===== src/rtl/cond_exec_controller.sv =====
// Conditional-execution controller: ARM condition evaluation against the
// status register, one-cycle flag hazard stall, and post-branch flush window.
module cond_exec_controller #(
  parameter int unsigned FLUSH_CYCLES = 2
) (
  input  logic       clk,
  input  logic       rst,
  input  logic       freeze,
  input  logic       id_valid,
  input  logic [3:0] id_cond,
  input  logic       id_s,
  input  logic       id_branch,
  input  logic [3:0] alu_flags,
  output logic       issue,
  output logic       exec_en,
  output logic       hazard_stall,
  output logic       branch_taken,
  output logic       flush,
  output logic [3:0] status
);

  typedef enum logic {RUN, FLUSH} state_t;

  localparam logic [3:0] COND_AL = 4'b1110;

  state_t     r_state, w_state_nxt;
  logic [2:0] r_cnt, w_cnt_nxt;
  logic       r_pending;
  logic [3:0] r_status;
  logic       w_cond_pass;
  logic       w_z, w_c, w_n, w_v;

  assign {w_z, w_c, w_n, w_v} = r_status;
  assign status = r_status;
  assign flush  = (r_state == FLUSH) && !rst;

  always_comb begin
    w_cond_pass = 1'b0;
    case (id_cond)
      4'b0000: w_cond_pass = w_z;
      4'b0001: w_cond_pass = !w_z;
      4'b0010: w_cond_pass = w_c;
      4'b0011: w_cond_pass = !w_c;
      4'b0100: w_cond_pass = w_n;
      4'b0101: w_cond_pass = !w_n;
      4'b0110: w_cond_pass = w_v;
      4'b0111: w_cond_pass = !w_v;
      4'b1000: w_cond_pass = w_c && !w_z;
      4'b1001: w_cond_pass = !w_c || w_z;
      4'b1010: w_cond_pass = (w_n == w_v);
      4'b1011: w_cond_pass = (w_n != w_v);
      4'b1100: w_cond_pass = !w_z && (w_n == w_v);
      4'b1101: w_cond_pass = w_z || (w_n != w_v);
      4'b1110: w_cond_pass = 1'b1;
      default: w_cond_pass = 1'b0;
    endcase
  end

  always_comb begin
    issue        = 1'b0;
    exec_en      = 1'b0;
    hazard_stall = 1'b0;
    branch_taken = 1'b0;
    w_state_nxt  = r_state;
    w_cnt_nxt    = r_cnt;
    if (!rst && !freeze) begin
      case (r_state)
        RUN: begin
          if (id_valid) begin
            // AL never depends on flags, so it may bypass the pending update
            if (r_pending && id_cond != COND_AL) begin
              hazard_stall = 1'b1;
            end else begin
              issue        = 1'b1;
              exec_en      = w_cond_pass;
              branch_taken = w_cond_pass && id_branch;
              if (w_cond_pass && id_branch) begin
                w_state_nxt = FLUSH;
                w_cnt_nxt   = 3'(FLUSH_CYCLES);
              end
            end
          end
        end
        FLUSH: begin
          w_cnt_nxt = r_cnt - 3'd1;
          if (r_cnt == 3'd1) w_state_nxt = RUN;
        end
        default: w_state_nxt = RUN;
      endcase
    end
  end

  always_ff @(posedge clk) begin
    if (rst) begin
      r_state   <= RUN;
      r_cnt     <= '0;
      r_pending <= 1'b0;
      r_status  <= '0;
    end else if (!freeze) begin
      r_state   <= w_state_nxt;
      r_cnt     <= w_cnt_nxt;
      r_pending <= exec_en && id_s;
      if (r_pending) r_status <= alu_flags;
    end
  end

endmodule


===== config.mk =====
export PLATFORM = sky130hd
export DESIGN_NAME = cond_exec_controller
export DESIGN_NICKNAME = d
export VERILOG_FILES = /design/src/rtl/cond_exec_controller.sv
export SDC_FILE = /design/constraint.sdc
export NUM_CORES = 1
export LEC_CHECK = 0
export BUFFER_PORTS_ARGS = -buffer_cell sky130_fd_sc_hd__buf_2
export CAP_MARGIN = 30
export CORE_ASPECT_RATIO = 0.75
export CORE_MARGIN = 2
export CORE_UTILIZATION = 30
export DETAILED_ROUTE_END_ITERATION = 6
export PLACE_DENSITY = 0.62
export SYNTH_ARGS = -nofsm -noshare
export SYNTH_HDL_FRONTEND = slang
export SYNTH_SLANG_ARGS = --single-unit

===== constraint.sdc =====
create_clock -name clk -period 3.7 [get_ports clk]
set_clock_uncertainty 0.05 [all_clocks]
set_input_delay 0 -clock clk [delete_from_list [all_inputs] [get_ports clk]]
set_output_delay 0 -clock clk [all_outputs]
set_load 0.01 [all_outputs]

==> flow_metrics.env, run 1 <==
export IMPL_clockBufferDepth=2
export IMPL_setup_viol=0
export IMPL_grt_antenna_before_repair=0
export IMPL_dp_final_hpwl_um=1380
export IMPL_synth_top_cell_area_share_pct=22.9
export IMPL_overflow=0
export IMPL_synthDistinctLibCells=42
export IMPL_power_density_nw_per_um2=239
export IMPL_cts_sink_count=9
export IMPL_grt_pass1_vias=642
export IMPL_peakVddDrop_mv=0.105
export IMPL_ys_warn_count=0
export IMPL_ys_ff_latch=9
export IMPL_leakage_nw=0.396
export IMPL_drive_gt1_share_pct=32.8
export IMPL_post_place_ws_ns=1.94
export IMPL_min_period_over_period_pct=50.8
export IMPL_hold_class="in2reg"
export IMPL_hold_viol=0
export IMPL_max_freq_ghz=0.532
export IMPL_grt_use_total_pct=12.6
export IMPL_syn_num_nets=110
export IMPL_design_core_area_um2=2540
export IMPL_critPathCaptureType="output port"
export IMPL_drc=0
export IMPL_criticalPathCategory="reg2out"
export IMPL_endpoint="exec_en"
export IMPL_r2r_slack_ns=1.92
export IMPL_syn_avg_cell_area_um2=8.36
export IMPL_required_ns=3.65
export IMPL_rr_startpoint="status[1]"
export IMPL_synth_edf_count=0
export IMPL_startpoint="status[1]"
export IMPL_worst_slack_ns=1.82
export IMPL_async_flop_share_pct=0
export IMPL_worst_pin_slew_ns=0.533
export IMPL_fin_util_pct=38.3
export IMPL_grt_max_degree=16
export IMPL_status="completed"
export IMPL_port_buffers=22
export IMPL_vias=766
export IMPL_syn_to_final_growth_pct=23.9
export IMPL_maxCapViolations=0
export IMPL_final_setup_tns_ns=0
export IMPL_ant_nets=0
export IMPL_grt_setup_unrepaired="false"
export IMPL_r2r_cells=6
export IMPL_cts_resized_gates=0
export IMPL_ios=23
export IMPL_slew_headroom_pct=64.4
export IMPL_dr_pass1_iters=4
export IMPL_slew_viol_final=0
export IMPL_gp_congestion=0.896
export IMPL_fin_nets=136
export IMPL_cts_made_buffers=3
export IMPL_synth_cells=94
export IMPL_diodes=0
export IMPL_wire_per_inst_um=11.4
export IMPL_tritoncts="yes"
export IMPL_synth_area_top_cells="dfxtp_1 (23%), mux2i_1 (7.6%), nor2_1 (5.3%)"
export IMPL_ys_seq_area_share_pct=22.9
export IMPL_cp_start_kind="flop"
export IMPL_vias_per_cell=4.94
export IMPL_reg2reg_to="r_cnt[2]"
export IMPL_synth_area_um2=786
export IMPL_grt_pass1_wl_um=3060
export IMPL_drt_iter0_drc=16
export IMPL_path_clk_slew_ns=0.06
export IMPL_die_h_um=48.3
export IMPL_period_needed_ns=1.88
export IMPL_die_w_um=63.1
export IMPL_crit_arrival_ns=1.83
export IMPL_ctsRootBufferMaster="clkbuf_4"
export IMPL_min_delay_start="rst"
export IMPL_crit_fanout=10
export IMPL_finalWirelength_um=1770
export IMPL_row_count=16
export IMPL_clk_latency_ns=0.25
export IMPL_synth_top_flop_cell="dfxtp_1"
export IMPL_htreeDepth=1
export IMPL_design_die_area_um2=3050
export IMPL_initial_utilization_pct=30.9
export IMPL_synth_top_cell_by_area="dfxtp_1"
[report_power, final]
part | switching, W | internal (W) | total (W) | leakage (nW)
registers | 0.00000297 | 0.0000990 | 0.000102 | 0.0727
logic | 0.0000278 | 0.0000282 | 0.0000559 | 0.308
clock network | 0.0000333 | 0.0000415 | 0.0000748 | 0.0150
total | 0.0000640 | 0.000169 | 0.000233 | 0.396
[routing by layer]
layer | track usage (%) | share of wire (%) | wire length, µm
met4 | 4.44 | 1.1 | 20
met1 | 16.4 | 45 | 804
met5 | 0 | 0 | 0
met2 | 19.5 | 46 | 824
met3 | 4.42 | 7.1 | 126
[what timing repair did]
item | CTS | global route
setup buffers | 0 | 0
hold buffers | 5 | 0
hold endpoints to repair | 5 | 0
[how the worst min path moves through the flow]
stage	to	slack (ns)	cells after the start
2_1_floorplan	r_pending	0.06	1
3_3_place_gp	r_pending	0.16	2
3_5_place_dp	r_pending	0.19	2
4_1_cts	status[3]	0.005	2
5_1_grt	status[2]	0.02	2
6_report	r_cnt[0]	0.01	2
[cell usage after synthesis, types with 2 or more instances]
| master | instances |
|---|---|
| a21oi_1 | 6 |
| nand2_1 | 8 |
| nor2b_1 | 5 |
| nor2_1 | 11 |
| nand4b_1 | 2 |
| dfxtp_1 | 9 |
| buf_6 | 2 |
| xnor2_1 | 3 |
| inv_1 | 4 |
| a21o_1 | 2 |
| nor3_1 | 3 |
| mux2i_1 | 6 |
| ha_1 | 2 |
| buf_2 | 2 |
| a31oi_1 | 2 |
[worst max-delay path, cell delays in order (launching register included)]
cell and delay (ns):
dfxtp_1 0.55, xnor2_1 0.19, a22oi_2 0.11, xnor2_1 0.18, o2111ai_2 0.16, and2_2 0.26
buf_2 0.14
[state kept, by name, summed over array words and instances, names as in the netlist]
signal,cells
r_pending,1
r_state,1
r_cnt,3
status,4
[logic make-up after synthesis]
| kind of cell | Yosys count | synth area share, % |
|---|---|---|
| buffers and inverters | 10 | 7.48 |
| adder cells (fa/ha/maj) | 2 | 3.18 |
| AND/OR/NAND/NOR | 42 | 32.8 |
| AO/OA/AOI/OAI | 22 | 22.6 |
| multiplexers | 6 | 7.64 |
| XOR/XNOR | 3 | 3.34 |
| flip-flops | 9 | 22.9 |
[cell type report]
cell class / count / area, µm²
inverter: 4 / 15.0
tap: 36 / 45.0
clock buffer: 4 / 26.3
timing repair buffer: 27 / 160
fill: 272 / 1570
multi-input combinational: 75 / 547
sequential: 9 / 180
[cells in the final DEF, fill, tap and decap left out, types with 2 or more instances in the layout]
master / Yosys / routed
ha_1: 2 / 2
nand2_1: 8 / 8
nor2b_1: 5 / 5
clkbuf_4: 0 / 3
inv_1: 4 / 4
dfxtp_1: 9 / 9
nor2_1: 11 / 11
nor3_1: 3 / 3
xnor2_1: 3 / 3
mux2i_1: 6 / 6
dlygate4sd3_1: 0 / 5
a21oi_1: 6 / 6
a31oi_1: 2 / 2
nand4b_1: 2 / 2
a21o_1: 2 / 2
buf_2: 2 / 22
[per-stage QoR]
stage          instance area (µm²)  hold slack (ns)  total power (W)  instances
2_1_floorplan                  786           0.0577         0.000141         94
3_3_place_gp                   897            0.157         0.000155        146
3_5_place_dp                   897            0.187         0.000156        146
4_1_cts                        973          0.00454         0.000237        155
5_1_grt                        973           0.0155         0.000249        155
6_report                       973           0.0117         0.000233        155
No activity file was read; power rests on OpenSTA's default activity.
==> run 2: changes to the inputs <==
PLACE_DENSITY = 0.64   (was 0.62)
clock period = 1.7 ns   (was 3.7 ns; I/O delays follow)
==> run 2 against run 1 <==
The flow now finishes with violations (setup timing). First-iteration DRC count fell by 44%. Global-route usage grew 1.0 points. Highest routed layer unchanged. Via count increased by 3.4%. Combinational power up 150%. Critical endpoint is now branch_taken. Largest power group unchanged. Setup slack worse by 1.8 ns. Non-clock buffer count up 6. Final area grew 11%. Core utilization increased by 4.1 points. Sequential cell count did not move. Largest cell class unchanged. Worst hold slack got worse by 0.011 ns. Wire length increased by 14%. Sequential power grew 110%.
==> flow_metrics.env, run 2 (same netlist as run 1, synthesis figures left out) <==
export IMPL_place_area_um2=920
export IMPL_largest_reg_flops=4
export IMPL_design_die_area_um2=3050
export IMPL_critical_path_slowest_cell="dfxtp_2"
export IMPL_design_core_area_um2=2540
export IMPL_fin_nets=142
export IMPL_leakage_nw=0.446
export IMPL_finalWirelength_um=2020
export IMPL_grt_setup_unrepaired="true"
export IMPL_hold_class="in2reg"
export IMPL_die_w_um=63.1
export IMPL_period_needed_ns=1.72
export IMPL_cp_cell_sequence="and3b_2, a22oi_2, xnor2_1, o2111ai_2, and3_4, buf_6"
export IMPL_status="finished, violations left"
export IMPL_grt_max_degree=16
export IMPL_hold_viol=0
export IMPL_clk_latency_ns=0.26
export IMPL_ant_nets=0
export IMPL_dp_final_hpwl_um=1380
export IMPL_max_stage_delay_ns=0.32
export IMPL_drt_iter0_drc=9
export IMPL_fin_worst_hold_slack_ns=0.000707
export IMPL_cts_sink_count=9
export IMPL_post_place_ws_ns=-0.0686
export IMPL_drc=0
export IMPL_syn_to_final_growth_pct=37.3
export IMPL_required_ns=1.65
export IMPL_overflow=0
export IMPL_ios=23
export IMPL_slew_headroom_pct=62.8
export IMPL_crit_fanout=4
export IMPL_grt_pass1_wl_um=3300
export IMPL_grt_util_met1_pct=15.9
export IMPL_wire_per_inst_um=12.5
export IMPL_maxCapViolations=0
export IMPL_vias=792
export IMPL_grt_use_total_pct=13.7
export IMPL_die_h_um=48.3
export IMPL_dr_pass1_iters=6
export IMPL_peakVddDrop_mv=0.296
export IMPL_tritoncts="yes"
export IMPL_grt_use_met3_pct=3.49
export IMPL_register_area_um2=190
export IMPL_max_freq_ghz=0.581
export IMPL_worst_pin_slew_ns=0.556
export IMPL_grt_antenna_before_repair=0
export IMPL_ctsRootBufferMaster="clkbuf_4"
export IMPL_vias_per_cell=4.92
export IMPL_final_cell_mix="buf_2 (20), nor2_1 (11), nand2_1 (8)"
export IMPL_htreeDepth=1
export IMPL_slew_viol_final=0
export IMPL_criticalPathCategory="reg2out"
export IMPL_multi_input_area_um2=581
export IMPL_drive_gt1_share_pct=42.4
export IMPL_diodes=0
export IMPL_critPathCaptureType="output port"
export IMPL_grt_pass1_vias=738
export IMPL_worst_slack_ns=-0.0214
export IMPL_dp_cells=149
export IMPL_fin_util_pct=42.4
export IMPL_power_density_nw_per_um2=481
export IMPL_crit_arrival_ns=1.67
export IMPL_final_common_cell="buf_2"
export IMPL_stdcell_count=161
export IMPL_met2_usage_pct=23.9
export IMPL_setup_viol=1
export IMPL_clockBufferDepth=2
export IMPL_min_period_over_period_pct=101
export IMPL_gp_congestion=0.868
export IMPL_cts_made_buffers=3
export IMPL_port_buffers=22
export IMPL_cp_start_kind="flop"
export IMPL_initial_utilization_pct=30.9
export IMPL_path_clk_slew_ns=0.06
export IMPL_fillers=248
export IMPL_stdcell_area_um2=1080
export IMPL_busiest_layer="met2"
export IMPL_violations="setup timing"
export IMPL_row_count=16
-- run 2: per-stage QoR --
step | total power [W] | setup TNS (ns)
2_1_floorplan | 0.000306 | 0
3_3_place_gp | 0.000339 | 0
3_5_place_dp | 0.000341 | -0.0914
4_1_cts | 0.000515 | -0.0271
5_1_grt | 0.000548 | -0.243
6_report | 0.000518 | -0.0214
-- run 2: final cells by class --
cell class	instances	share of cell area, %
sequential	9	17.6
inverter	4	1.39
tap	36	4.18
timing repair buffer	33	20.5
clock buffer	4	2.44
multi-input combinational	75	53.8
-- run 2: worst paths after layout --
check,start,to,slack [ns],cells after the start
worst min-delay path,rst,r_cnt[0],0.0007,2
worst max-delay path,status[3],branch_taken,-0.02,6
worst max register to register,status[3],r_cnt[2],0.04,6
worst min register to register,r_cnt[1],r_cnt[1],0.45,2
-- run 2: power breakdown --
part	internal [W]	switching [W]	leakage [nW]	total, W
clock	0.0000904	0.0000743	0.0150	0.000165
combinational	0.0000686	0.0000681	0.356	0.000137
sequential	0.000213	0.00000436	0.0754	0.000217
total	0.000372	0.000147	0.446	0.000518
-- run 2: what timing repair did --
item                                    CTS  global route
hold buffers                              5             0
endpoints found under the hold margin     5             0
buffers inserted                          3             0
endpoints found under the setup margin    4             4
gates resized for setup                   9             6
pin swaps                                 9             6
-- run 2: worst max-delay path, delay by kind of cell, from the launching register on --
family / cells / cell delay, ns
compound gates: 2 / 0.47
simple gates: 2 / 0.44
flops: 1 / 0.32
xor+xnor: 1 / 0.10
buf+inv: 1 / 0.10
-- run 2: routing by layer --
layer	share of wire [%]	vias to the layer above	wire length, µm
met5	0	-	0
met4	1.9	0	38
met3	3.0	4	61
met2	50	17	1010
met1	45	369	914
li1	-	402	-
==> run 3: changes to the inputs <==
ABC_AREA = 1   (was unset)
PLACE_DENSITY = 0.65   (was 0.64)
==> run 3 against run 2 <==
Sequential share of layout area increased by 0.92 points. Global-route usage is 1.0 points lower. Final cell count increased by 12%. First-iteration DRC count increased by 110%. Critical path depth grew 4. Wire length shrank 19%. Final area is 8.7% lower. Worst hold slack gained 0.12 ns. Die area down 7.7%. Core utilization is 0.58 points higher. The run now ends clean. Total power decreased by 0.56%. Largest power group unchanged. Synthesized area is 8.3% lower.
==> flow_metrics.env, run 3 <==
export IMPL_status="completed"
export IMPL_async_flop_share_pct=0
export IMPL_synth_cells=113
export IMPL_cts_made_buffers=3
export IMPL_pwr_share_clk_pct=32.6
export IMPL_drc=0
export IMPL_leakage_nw=0.470
export IMPL_grt_pass1_wl_um=2660
export IMPL_vias=755
export IMPL_grt_use_total_pct=12.6
export IMPL_post_cts_buffers=0
export IMPL_largest_reg_flops=4
export IMPL_crit_fanout=4
export IMPL_cp_common_cell="nand2_1"
export IMPL_path_clk_slew_ns=0.06
export IMPL_maxCapViolations=0
export IMPL_ys_seq_area_share_pct=25.0
export IMPL_synthTopCellsByCount="nand2_1 (29), nor2_1 (13), inv_1 (12), nand3_1 (12), dfxtp_1 (9)"
export IMPL_dr_pass1_iters=4
export IMPL_critPathCaptureType="output port"
export IMPL_slew_viol_final=0
export IMPL_final_common_cell="nand2_1"
export IMPL_syn_num_nets=129
export IMPL_final_cell_mix="nand2_1 (29), buf_2 (22), inv_1 (12), nand3_1 (12), nor2_1 (12)"
export IMPL_setup_viol=0
export IMPL_post_synth_top_count_cell="nand2_1"
export IMPL_tritoncts="yes"
export IMPL_period_needed_ns=1.51
export IMPL_fin_nets=164
export IMPL_synth_top_cell_area_share_pct=25.0
export IMPL_power_frac_comb_pct=24.6
export IMPL_stdcell_count=181
export IMPL_grt_antenna_before_repair=0
export IMPL_crit_arrival_ns=1.46
export IMPL_ctsRootBufferMaster="clkbuf_4"
export IMPL_row_count=15
export IMPL_drive_gt1_share_pct=33.3
export IMPL_synth_top_cell_by_area="dfxtp_1"
export IMPL_worst_pin_slew_ns=0.285
export IMPL_design_die_area_um2=2810
export IMPL_initial_utilization_pct=31.5
export IMPL_clk_latency_ns=0.26
export IMPL_critical_path_slowest_cell="dfxtp_2"
export IMPL_gp_congestion=0.837
export IMPL_slew_headroom_pct=81.0
export IMPL_grt_pass1_vias=666
export IMPL_finalWirelength_um=1640
export IMPL_required_ns=1.65
export IMPL_grt_max_degree=8
export IMPL_clockBufferDepth=2
export IMPL_peakVddDrop_mv=0.330
export IMPL_htreeDepth=1
export IMPL_hold_viol=0
export IMPL_synthDistinctLibCells=21
export IMPL_syn_avg_cell_area_um2=6.38
export IMPL_max_freq_ghz=0.662
export IMPL_drt_iter0_drc=19
export IMPL_grt_setup_unrepaired="false"
export IMPL_overflow=0
export IMPL_final_setup_tns_ns=0
export IMPL_hold_class="in2reg"
export IMPL_synth_area_top_cells="dfxtp_1 (25%), nand2_1 (15%), nand3_1 (8.3%)"
export IMPL_ys_ff_latch=9
export IMPL_design_core_area_um2=2290
export IMPL_wire_per_inst_um=9.06
export IMPL_seqPwrFrac_pct=42.8
export IMPL_die_w_um=60.6
export IMPL_fillers=260
export IMPL_syn_to_final_growth_pct=36.6
export IMPL_die_h_um=46.4
export IMPL_criticalPathCategory="reg2out"
export IMPL_cp_cell_sequence="inv_1, nand2_1, nand2_1, nand2_1, nand3_1, nor2_2, nand3_2, nand2_2, inv_2, buf_2"
export IMPL_diodes=0
export IMPL_cp_start_kind="flop"
export IMPL_min_period_over_period_pct=88.9
export IMPL_synth_top_flop_cell="dfxtp_1"
export IMPL_vias_per_cell=4.17
export IMPL_intPower_w=0.000364
export IMPL_switchingPower_w=0.000151
export IMPL_dp_final_hpwl_um=1320
export IMPL_cts_sink_count=9
export IMPL_ios=23
export IMPL_port_buffers=22
export IMPL_synth_area_um2=721
export IMPL_max_stage_delay_ns=0.36
export IMPL_synth_edf_count=0
export IMPL_ys_warn_count=0
export IMPL_power_density_nw_per_um2=524
export IMPL_swShare_pct=29.3
export IMPL_dp_cells=169
export IMPL_ant_nets=0
==> run 3: logic make-up (layout without fill, tap and decap cells) <==
logic type	after synthesis	in the layout	synth area share [%]
simple gates	70	70	48.4
fa+ha+maj	2	2	3.47
buf+inv	17	51	10.8
flops	9	9	25.0
compound gates	15	15	12.3
==> run 3: through the flow <==
step                setup WS, ns  util, %  instance area, µm²  hold slack (ns)  power (W)
detailed placement         0.283     38.1                 873            0.162   0.000337
floorplan                  0.336        -                 721           0.0120   0.000298
CTS                       0.0822     42.8                 980            0.111   0.000522
finish                     0.189     43.0                 985            0.118   0.000516
global placement           0.294     38.1                 873            0.160   0.000336
global route              0.0106     43.0                 985            0.128   0.000550
==> run 3: final timing paths <==
path	from	to	slack [ns]	cells after the start
worst max-delay path	status[1]	exec_en	0.19	10
worst min-delay path	id_valid	r_state	0.12	5
worst max register to register	status[1]	r_cnt[2]	0.32	11
worst min register to register	r_cnt[0]	r_cnt[0]	0.44	2
==> run 3: critical path: cells and delay by family (launching register included) <==
kind | cells | cell delay, ns
AND/OR/NAND/NOR | 7 | 0.60
flip-flops | 1 | 0.36
buffers and inverters | 3 | 0.25
==> run 3: cell type report <==
type,count,area [µm²],area share (%)
Multi-Input combinational cell,87,465,47.3
Timing Repair Buffer,30,190,19.3
Sequential cell,9,183,18.6
Tap cell,34,42.5,4.32
Inverter,17,77.6,7.88
Clock buffer,4,26.3,2.67
==> run 3: what timing repair did <==
action | 4_1_cts | 5_1_grt
hold buffers | 8 | 0
gates resized for setup | 0 | 3
endpoints found under the setup margin | 0 | 2
hold endpoints to repair | 6 | 0
==> run 3: layer usage <==
layer  routed length, µm  GRT usage (%)  up-vias
met1                 808           16.8      317
met5                   0              0        -
li1                    -              -      426
met3                  32           1.69        2
met4                  18           6.52        0
met2                 780           20.0       10
==> run 3: power groups by stage <==
stage                     sequential [W]  clock, W  combinational, W
final                           0.000221  0.000168          0.000127
after global routing            0.000221  0.000185          0.000143
after detailed placement        0.000225         0          0.000112
after global placement          0.000225         0          0.000111
after floorplan                 0.000225         0         0.0000729
after CTS                       0.000220  0.000175          0.000126
